--- src/rtl/puzzle_mover.sv ---
// puzzle_mover: command-driven move engine for the 4x4 sliding-puzzle board memory.
// Define MOVER_SOLVED_CHECK_EN to re-scan the board for the solved layout after every legal move.
module puzzle_mover #(
    parameter int COUNT_W = 16
) (
    input  logic               clk,
    input  logic               rst_n,
    input  logic               cmd_valid,
    output logic               cmd_ready,
    input  logic [2:0]         cmd_op,
    output logic               done,
    output logic               err,
    output logic               solved,
    output logic [COUNT_W-1:0] move_count,
    output logic [3:0]         blank_pos,
    output logic [3:0]         mem_addr,
    output logic               mem_we,
    output logic [3:0]         mem_wdata,
    input  logic [3:0]         mem_rdata
);

    typedef enum logic [2:0] {
        S_IDLE,
        S_INIT,
        S_RD,
        S_WR_BLANK,
        S_WR_TGT,
`ifdef MOVER_SOLVED_CHECK_EN
        S_CHECK,
`endif
        S_DONE
    } state_e;

    localparam logic [2:0] OP_UP    = 3'd0;
    localparam logic [2:0] OP_DOWN  = 3'd1;
    localparam logic [2:0] OP_LEFT  = 3'd2;
    localparam logic [2:0] OP_RIGHT = 3'd3;
    localparam logic [2:0] OP_INIT  = 3'd4;

    state_e             state_q;
    logic               cmd_ready_q;
    logic               done_q;
    logic               err_q;
    logic               solved_q;
    logic [COUNT_W-1:0] move_count_q;
    logic [3:0]         blank_pos_q;
    logic [3:0]         target_q;
    logic [3:0]         idx_q;
    logic [3:0]         mem_addr_q;
    logic               mem_we_q;
    logic [3:0]         mem_wdata_q;
`ifdef MOVER_SOLVED_CHECK_EN
    logic               all_ok_q;
`endif

    logic [3:0] target_d;
    logic       legal_d;

    // Solved layout: cell i holds tile i+1, the last cell holds the blank (0).
    function automatic logic [3:0] solved_val(input logic [3:0] i);
        return (i == 4'd15) ? 4'd0 : i + 4'd1;
    endfunction

    // Target cell and legality of the requested move; row = pos[3:2], col = pos[1:0].
    always_comb begin
        target_d = blank_pos_q;
        legal_d  = 1'b0;
        case (cmd_op)
            OP_UP: begin
                target_d = blank_pos_q - 4'd4;
                legal_d  = (blank_pos_q[3:2] != 2'd0);
            end
            OP_DOWN: begin
                target_d = blank_pos_q + 4'd4;
                legal_d  = (blank_pos_q[3:2] != 2'd3);
            end
            OP_LEFT: begin
                target_d = blank_pos_q - 4'd1;
                legal_d  = (blank_pos_q[1:0] != 2'd0);
            end
            OP_RIGHT: begin
                target_d = blank_pos_q + 4'd1;
                legal_d  = (blank_pos_q[1:0] != 2'd3);
            end
            default: ;
        endcase
    end

    // NOTE: all state here uses non-blocking assignments so every register samples pre-edge values.
    always_ff @(posedge clk) begin
        if (!rst_n) begin
            state_q      <= S_IDLE;
            cmd_ready_q  <= 1'b1;
            done_q       <= 1'b0;
            err_q        <= 1'b0;
            solved_q     <= 1'b0;
            move_count_q <= '0;
            blank_pos_q  <= 4'd15;
            target_q     <= '0;
            idx_q        <= '0;
            mem_addr_q   <= 4'd15;
            mem_we_q     <= 1'b0;
            mem_wdata_q  <= '0;
`ifdef MOVER_SOLVED_CHECK_EN
            all_ok_q     <= 1'b1;
`endif
        end else begin
            unique case (state_q)
                S_IDLE: begin
                    if (cmd_valid) begin
                        cmd_ready_q <= 1'b0;
                        if (cmd_op == OP_INIT) begin
                            state_q     <= S_INIT;
                            err_q       <= 1'b0;
                            idx_q       <= '0;
                            mem_addr_q  <= '0;
                            mem_we_q    <= 1'b1;
                            mem_wdata_q <= solved_val(4'd0);
                        end else if (legal_d) begin
                            state_q    <= S_RD;
                            err_q      <= 1'b0;
                            target_q   <= target_d;
                            mem_addr_q <= target_d;
                        end else begin
                            state_q <= S_DONE;
                            err_q   <= 1'b1;
                            done_q  <= 1'b1;
                        end
                    end
                end
                S_INIT: begin
                    if (idx_q == 4'd15) begin
                        state_q      <= S_DONE;
                        done_q       <= 1'b1;
                        mem_we_q     <= 1'b0;
                        mem_wdata_q  <= '0;
                        mem_addr_q   <= 4'd15;
                        blank_pos_q  <= 4'd15;
                        move_count_q <= '0;
                        solved_q     <= 1'b1;
                    end else begin
                        idx_q       <= idx_q + 4'd1;
                        mem_addr_q  <= idx_q + 4'd1;
                        mem_wdata_q <= solved_val(idx_q + 4'd1);
                    end
                end
                S_RD: begin
                    // The tile read from the target goes straight into the write-data register.
                    state_q     <= S_WR_BLANK;
                    mem_addr_q  <= blank_pos_q;
                    mem_we_q    <= 1'b1;
                    mem_wdata_q <= mem_rdata;
                end
                S_WR_BLANK: begin
                    state_q     <= S_WR_TGT;
                    mem_addr_q  <= target_q;
                    mem_we_q    <= 1'b1;
                    mem_wdata_q <= '0;
                end
                S_WR_TGT: begin
                    mem_we_q    <= 1'b0;
                    mem_wdata_q <= '0;
                    blank_pos_q <= target_q;
                    if (move_count_q != '1) move_count_q <= move_count_q + COUNT_W'(1);
`ifdef MOVER_SOLVED_CHECK_EN
                    state_q    <= S_CHECK;
                    idx_q      <= '0;
                    mem_addr_q <= '0;
                    all_ok_q   <= 1'b1;
`else
                    state_q    <= S_DONE;
                    done_q     <= 1'b1;
                    solved_q   <= 1'b0;
                    mem_addr_q <= target_q;
`endif
                end
`ifdef MOVER_SOLVED_CHECK_EN
                S_CHECK: begin
                    if (mem_rdata != solved_val(idx_q)) all_ok_q <= 1'b0;
                    if (idx_q == 4'd15) begin
                        state_q    <= S_DONE;
                        done_q     <= 1'b1;
                        solved_q   <= all_ok_q && (mem_rdata == solved_val(idx_q));
                        mem_addr_q <= blank_pos_q;
                    end else begin
                        idx_q      <= idx_q + 4'd1;
                        mem_addr_q <= idx_q + 4'd1;
                    end
                end
`endif
                S_DONE: begin
                    state_q     <= S_IDLE;
                    done_q      <= 1'b0;
                    cmd_ready_q <= 1'b1;
                    mem_addr_q  <= blank_pos_q;
                end
                default: begin
                    state_q     <= S_IDLE;
                    done_q      <= 1'b0;
                    cmd_ready_q <= 1'b1;
                    mem_we_q    <= 1'b0;
                    mem_wdata_q <= '0;
                    mem_addr_q  <= blank_pos_q;
                end
            endcase
        end
    end

    assign cmd_ready  = cmd_ready_q;
    assign done       = done_q;
    assign err        = err_q;
    assign solved     = solved_q;
    assign move_count = move_count_q;
    assign blank_pos  = blank_pos_q;
    assign mem_addr   = mem_addr_q;
    assign mem_we     = mem_we_q;
    assign mem_wdata  = mem_wdata_q;

endmodule

--- config.mk ---
export PLATFORM = sky130hd
export DESIGN_NAME = puzzle_mover
export DESIGN_NICKNAME = d
export VERILOG_FILES = /design/src/rtl/puzzle_mover.sv
export SDC_FILE = /design/constraint.sdc
export NUM_CORES = 1
export LEC_CHECK = 0
export ABC_CLOCK_PERIOD_IN_PS = 2550
export CAP_MARGIN = 20
export CORE_MARGIN = 1
export CORE_UTILIZATION = 45
export CTS_CLUSTER_DIAMETER = 150
export DETAILED_ROUTE_END_ITERATION = 7
export PLACE_DENSITY = 0.68
export SLEW_MARGIN = 40
export SYNTH_ARGS = -nofsm -noshare
export SYNTH_HDL_FRONTEND = slang
export SYNTH_SLANG_ARGS = --single-unit
--- constraint.sdc ---
create_clock -name clk -period 2.55 [get_ports clk]
set_clock_uncertainty 0.15 [all_clocks]
set_input_delay 0.51 -clock clk [delete_from_list [all_inputs] [get_ports clk]]
set_output_delay 0.51 -clock clk [all_outputs]
set_load 0.005 [all_outputs]
Yosys cells after proc, flatten, opt, wreduce, memory -nomap -nowiden
Cells that the tools add are included.

Bitwise operators: 4. Reductions and logical operators: 20. Equal/unequal tests: 22. $add $sub $neg: 7. Multiplexer cells: 40.

Operators by type and width (count): $mux W4 (12); $mux W16 (2); $pmux W16 S2 (1); $pmux W4 S4 (2); $ne A2 B2 Y1 const B (9); $add A16 B1 Y16 const B (1); $ne A16 B16 Y1 const B (1); $pmux W4 S2 (2); $pmux W3 S5 (1); $add A4 B1 Y4 const B (3); $eq A3 B2 Y1 const B (4); $mux W3 (4); $pmux W1 S4 (3); $pmux W4 S3 (1); $reduce_and A4 Y1 (3); $mux W1 (10); $reduce_and A2 Y1 (5); $eq A3 B3 Y1 const B (3); $eq A4 B4 Y1 const B (2); $reduce_bool A2 Y1 (4); $eq A3 B1 Y1 const B (2); $logic_not A3 Y1 (2); $reduce_and A3 Y1 (2); $reduce_and A5 Y1 (1); 8 further kinds (13).

Register bits: 44. Input port bits: 10. Word-level logic and storage cells: 105. Output and inout port bits: 33.

Depth between registers and ports, before layout
Depth after elaboration: 6. Depth in mapped cells: 8. Depth with buffers taken out: 7.

Worst setup path after synthesis
Ideal clock, no wire load.

Kind: input port to flip-flop. Start point: input cmd_op[1]. End point: register mem_addr_q[3] (netlist: mem_addr[3]). Setup slack: 0.357 ns. Arrival: 1.906 ns. Stages on the path: 8. Data required time: 2.263 ns. Path through: buf_6 -> nand3b_1 -> ha_1 -> nand2_1 -> o21ai_0 -> mux2i_1 -> mux2i_1 -> a32oi_1.

Longest elaborated chain between the ends: 6.

RTL lines: start: declaration (line 10) `input logic [2:0] cmd_op,`; $eq A3 B2 Y1 (tied with other cells) (line 68) `case (cmd_op)`; $pmux W4 S4 (line 68); $mux W4 (line 119) `end else if (legal_d) begin`; $mux W4 (line 112) `if (cmd_op == OP_INIT) begin`; $mux W4 (line 110) `if (cmd_valid) begin`; $pmux W4 S3 (line 108) `unique case (state_q)`; end signal: assignment (line 123) `mem_addr_q <= target_d;`; end signal: assignment (line 143) `mem_addr_q <= idx_q + 4'd1;`; end signal: assignment (line 150) `mem_addr_q <= blank_pos_q;`; end: declaration (line 49) `logic [3:0] mem_addr_q;`.

Several ways; a longest one is shown, not always the timed one. The select of a mux whose other input is x is not followed. A chain may end at the register's enable or synchronous reset.

Final worst setup path
Start point: input cmd_op[1]. End point: register mem_addr_q[1] (netlist: mem_addr[1]).

The elaborated chain is that of the path after synthesis.

==> out/summary.md <==
The flow ran to the end, and the final reports show no timing, DRC or antenna violations. For this run, design rule violations remaining after detail routing come to 0. For this configuration, the core starts out at a cell density of 47.8%. For the pin with the worst max-slew slack, the measured transition is 0.461 ns. The total grt overflow is 0. The cell accounting for the most synthesized area was dfxtp_1. Internal power comes to 1.49 mW. The count of cells in the finished layout, fillers not included, comes to 466. Summing the areas of all xor and xnor instances in the mapped netlist gives 4.22% of the synthesized area.

Once detail routing completed, the nets flagged for antenna violations numbered 0. In the layout the commonest cells are dfxtp_1, clkdlybuf4s50_1, nor2_1. The clock network burns 25.3% of the power.

After synthesis the cells add up to 0.00270 mm^2. The placed instances occupy a cell area of 0.00329 mm^2. The max-capacitance violation count is 0. The clock insertion delay at the later pin of the skew report was 0.30 ns. At the end of the flow, the number of nets in the layout was 410. In this run the power spent charging and discharging nets is 775 uW.

STA classifies the critical path startpoint as a primary input. In the post-synthesis netlist, the biggest area contributors are dfxtp_1, a21oi_1, nor2_1. The synthesized netlist cell count was 339; the count of cells resized by post-cts repair was 0. Setup repair after global routing left no endpoint under its margin. The analysis attributes to cell leakage a power of 1.32 nW.

Counting I/O delays and the setup requirement, the final critical path takes 2.46 ns. The worst-case IR drop observed on VDD is 511 uV. The count of antenna diodes in the layout came out at 0. Counting flops with an async set or reset pin after synthesis yields a share of 0%. The first-pass iteration count of the detailed router is 5.

In this run, synthesis produced a sequential element count of 44. The run gives 2.58 ns as the endpoint required time on the critical path. The die width was 79.4 um; the multiplexer share of the synthesized area was 3.06%.

The summed negative setup slack over all endpoints came out at 0 ns. The via count of the first global-routing pass was 2,505; the HPWL after detailed placement was 5.12 mm. In the finished design, the share of the clock period the worst path needs comes to 96.4%.

The tools report the data arrival time of the worst path as 2.48 ns. The number of vias per cell after detailed routing is 5.83, and the average wire length per cell after detail routing is 15.3 um. For this design, the CTS-stage hold fixing added 0 buffers. The synthesized netlist devotes 3.53% of its cell area to adder and majority cells. After the first detailed-routing iteration, the DRC count stood at 137. Summing the areas of all compound-gate instances in the mapped netlist gives 24.0% of the synthesized area.

The ratio of total power to cell area was 664 mW/mm^2. The library cell used most frequently in the layout, excluding fill and tap cells, is dfxtp_1. Setup violations remaining at the end of the flow were counted as 0. Number of levels the H-tree was split into: 2. The logs give 0 for the number of hold-slack violations in the final timing report and 0.952 for the placer's final routability congestion estimate. The simple-gate portion of the synthesized area works out to 27.0%. In this run, the combinational gates consume 37.4% of the power.

The total wire length after detailed routing was 7.14 mm; the overall global routing resource usage was 23.5%. Net switching is 34.2% of the power. The tools report the number of distinct library cells after synthesis as 67. The worst setup path is of the primary input to flip-flop kind.

Including well taps, the total number of placed cells is 458. The tree is rooted in a clkbuf_8. The max-slew violation total from the final report was 0. The post-route netlist has 12.7% of its cells at a drive strength greater than 1. No sink is reached through more buffers than the 2 on the longest clock path.

The first global-routing pass estimated 11.7 mm of wire. The run gives 69.0% as the relative slew slack. Along the worst path, the maximum fanout reaches 7.

The tools report the standard cell core area as 0.00564 mm^2. For the upper clock frequency limit, the log shows 407 MHz. Summing the sequential cell areas from Yosys gives 32.7% of the chip area. After synthesis, the largest area contributor takes up 32.7% of total cell area. The clock transition at the register clock pins on the worst setup and hold paths after CTS came out at 0.08 ns. The leading register cell type out of synthesis was dfxtp_1.

The floorplan has 27 rows. The finished cells cover 0.00341 mm^2. The number of setup buffers added after CTS came out at 0. 43 I/O pins were placed.

The full die area is 0.00631 mm^2, and the area growth from synthesis to final layout is 26.6%. In this run the mean area of a mapped cell was 7.96 um^2. The tools report the setup slack of the critical path after layout as 0.0917 ns.

The worst setup path is captured at a flip-flop. The detailed router placed 2,716 vias in this run. TritonCTS built the clock tree. The maximum number of pins on one net before global-route repair is 22, and the final core utilization is 60.5%.

The path class of the tightest hold or removal check is flip-flop to flip-flop. By area, the combinational part of the netlist is dominated by simple AND/OR/NAND/NOR gates. Counting every sink on the clock net gives 44.

The worst-case setup slack after placement was -0.184 ns; the sequential cell fraction of total power was 37.3%. The count of flip-flops with a built-in enable after synthesis was 0; the initial antenna violation count was 0. For this run, the number of Yosys warnings is 0. The run gives 356 as the synthesized netlist net count. During placement, the flow inserted port buffers numbering 42. The die is 79.4 um tall. For the number of buffers inserted during clock tree synthesis, the log shows 5.
critical path, stage by stage:
cell and delay, ns:
clkdlybuf4s50_1 0.43, buf_4 0.17, or3b_2 0.51, nand2_1 0.26, a211oi_1 0.11, o41ai_1 0.37
o21ai_0 0.13
cell families (layout without fill, tap and decap cells):
group | count (synthesis) | in the layout
simple gates | 134 | 134
compound gates | 102 | 102
flops | 44 | 44
buf+inv | 31 | 86
xor+xnor | 13 | 13
mux | 8 | 8
fa+ha+maj | 7 | 7
power by group through the flow:
stage / sequential [mW] / combinational (mW) / clock [mW]
2_1_floorplan: 0.838 / 0.527 / 0
3_3_place_gp: 0.860 / 0.827 / 0
3_5_place_dp: 0.859 / 0.831 / 0
4_1_cts: 0.845 / 0.838 / 0.579
5_1_grt: 0.860 / 0.931 / 0.617
6_report: 0.846 / 0.848 / 0.573
Yosys cell counts, types with 7 or more instances:
cell / number
a211oi_1: 7
a21oi_1: 33
clkbuf_1: 10
dfxtp_1: 44
inv_1: 10
nand2_1: 19
nand3_1: 13
nor2_1: 41
nor3_1: 9
o21ai_0: 26
xnor2_1: 8
final cells by class:
cell class                 instances  area (um^2)
inverter                          10         37.5
clock buffer                       6         82.6
clock inverter                     2         38.8
tap                               72         90.1
sequential                        44          881
timing repair buffer              68          616
fill                             525         2230
multi-input combinational        264         1670
per-layer routing:
| layer | GRT usage (%) | up-vias | wire length [um] |
|---|---|---|---|
| met5 | 0 | - | 0 |
| met1 | 31.1 | 1271 | 3370 |
| met4 | 5.82 | 0 | 74 |
| li1 | - | 1338 | - |
| met2 | 39.3 | 98 | 3240 |
| met3 | 4.00 | 9 | 447 |
worst paths after layout:
| path | from | endpoint | slack [ns] | cells past startpoint |
|---|---|---|---|---|
| worst max-delay path | cmd_op[1] | mem_addr[1]$_SDFFE_PN1P_ | 0.09 | 7 |
| worst min-delay path | done$_SDFFE_PN0P_ | done$_SDFFE_PN0P_ | 0.31 | 2 |
| worst max register to register | state_q[1]$_SDFFE_PN0P_ | mem_addr[3]$_SDFFE_PN1P_ | 0.44 | 6 |
| worst min register to register | done$_SDFFE_PN0P_ | done$_SDFFE_PN0P_ | 0.31 | 2 |
registers in the layout, indices dropped and copies added (netlist names):
signal and count:
done 1, solved 1, target_q 4, blank_pos 4, err 1, mem_wdata 4
idx_q 4, cmd_ready 1, state_q 3, mem_addr 4, mem_we 1, move_count 16
metrics by stage:
stage / power, mW / hold slack [ns]
floorplan: 1.36 / 0.298
global placement: 1.69 / 0.293
detailed placement: 1.69 / 0.299
CTS: 2.26 / 0.311
global route: 2.41 / 0.337
finish: 2.27 / 0.307
Note: power is estimated with default switching activity, not from simulation.
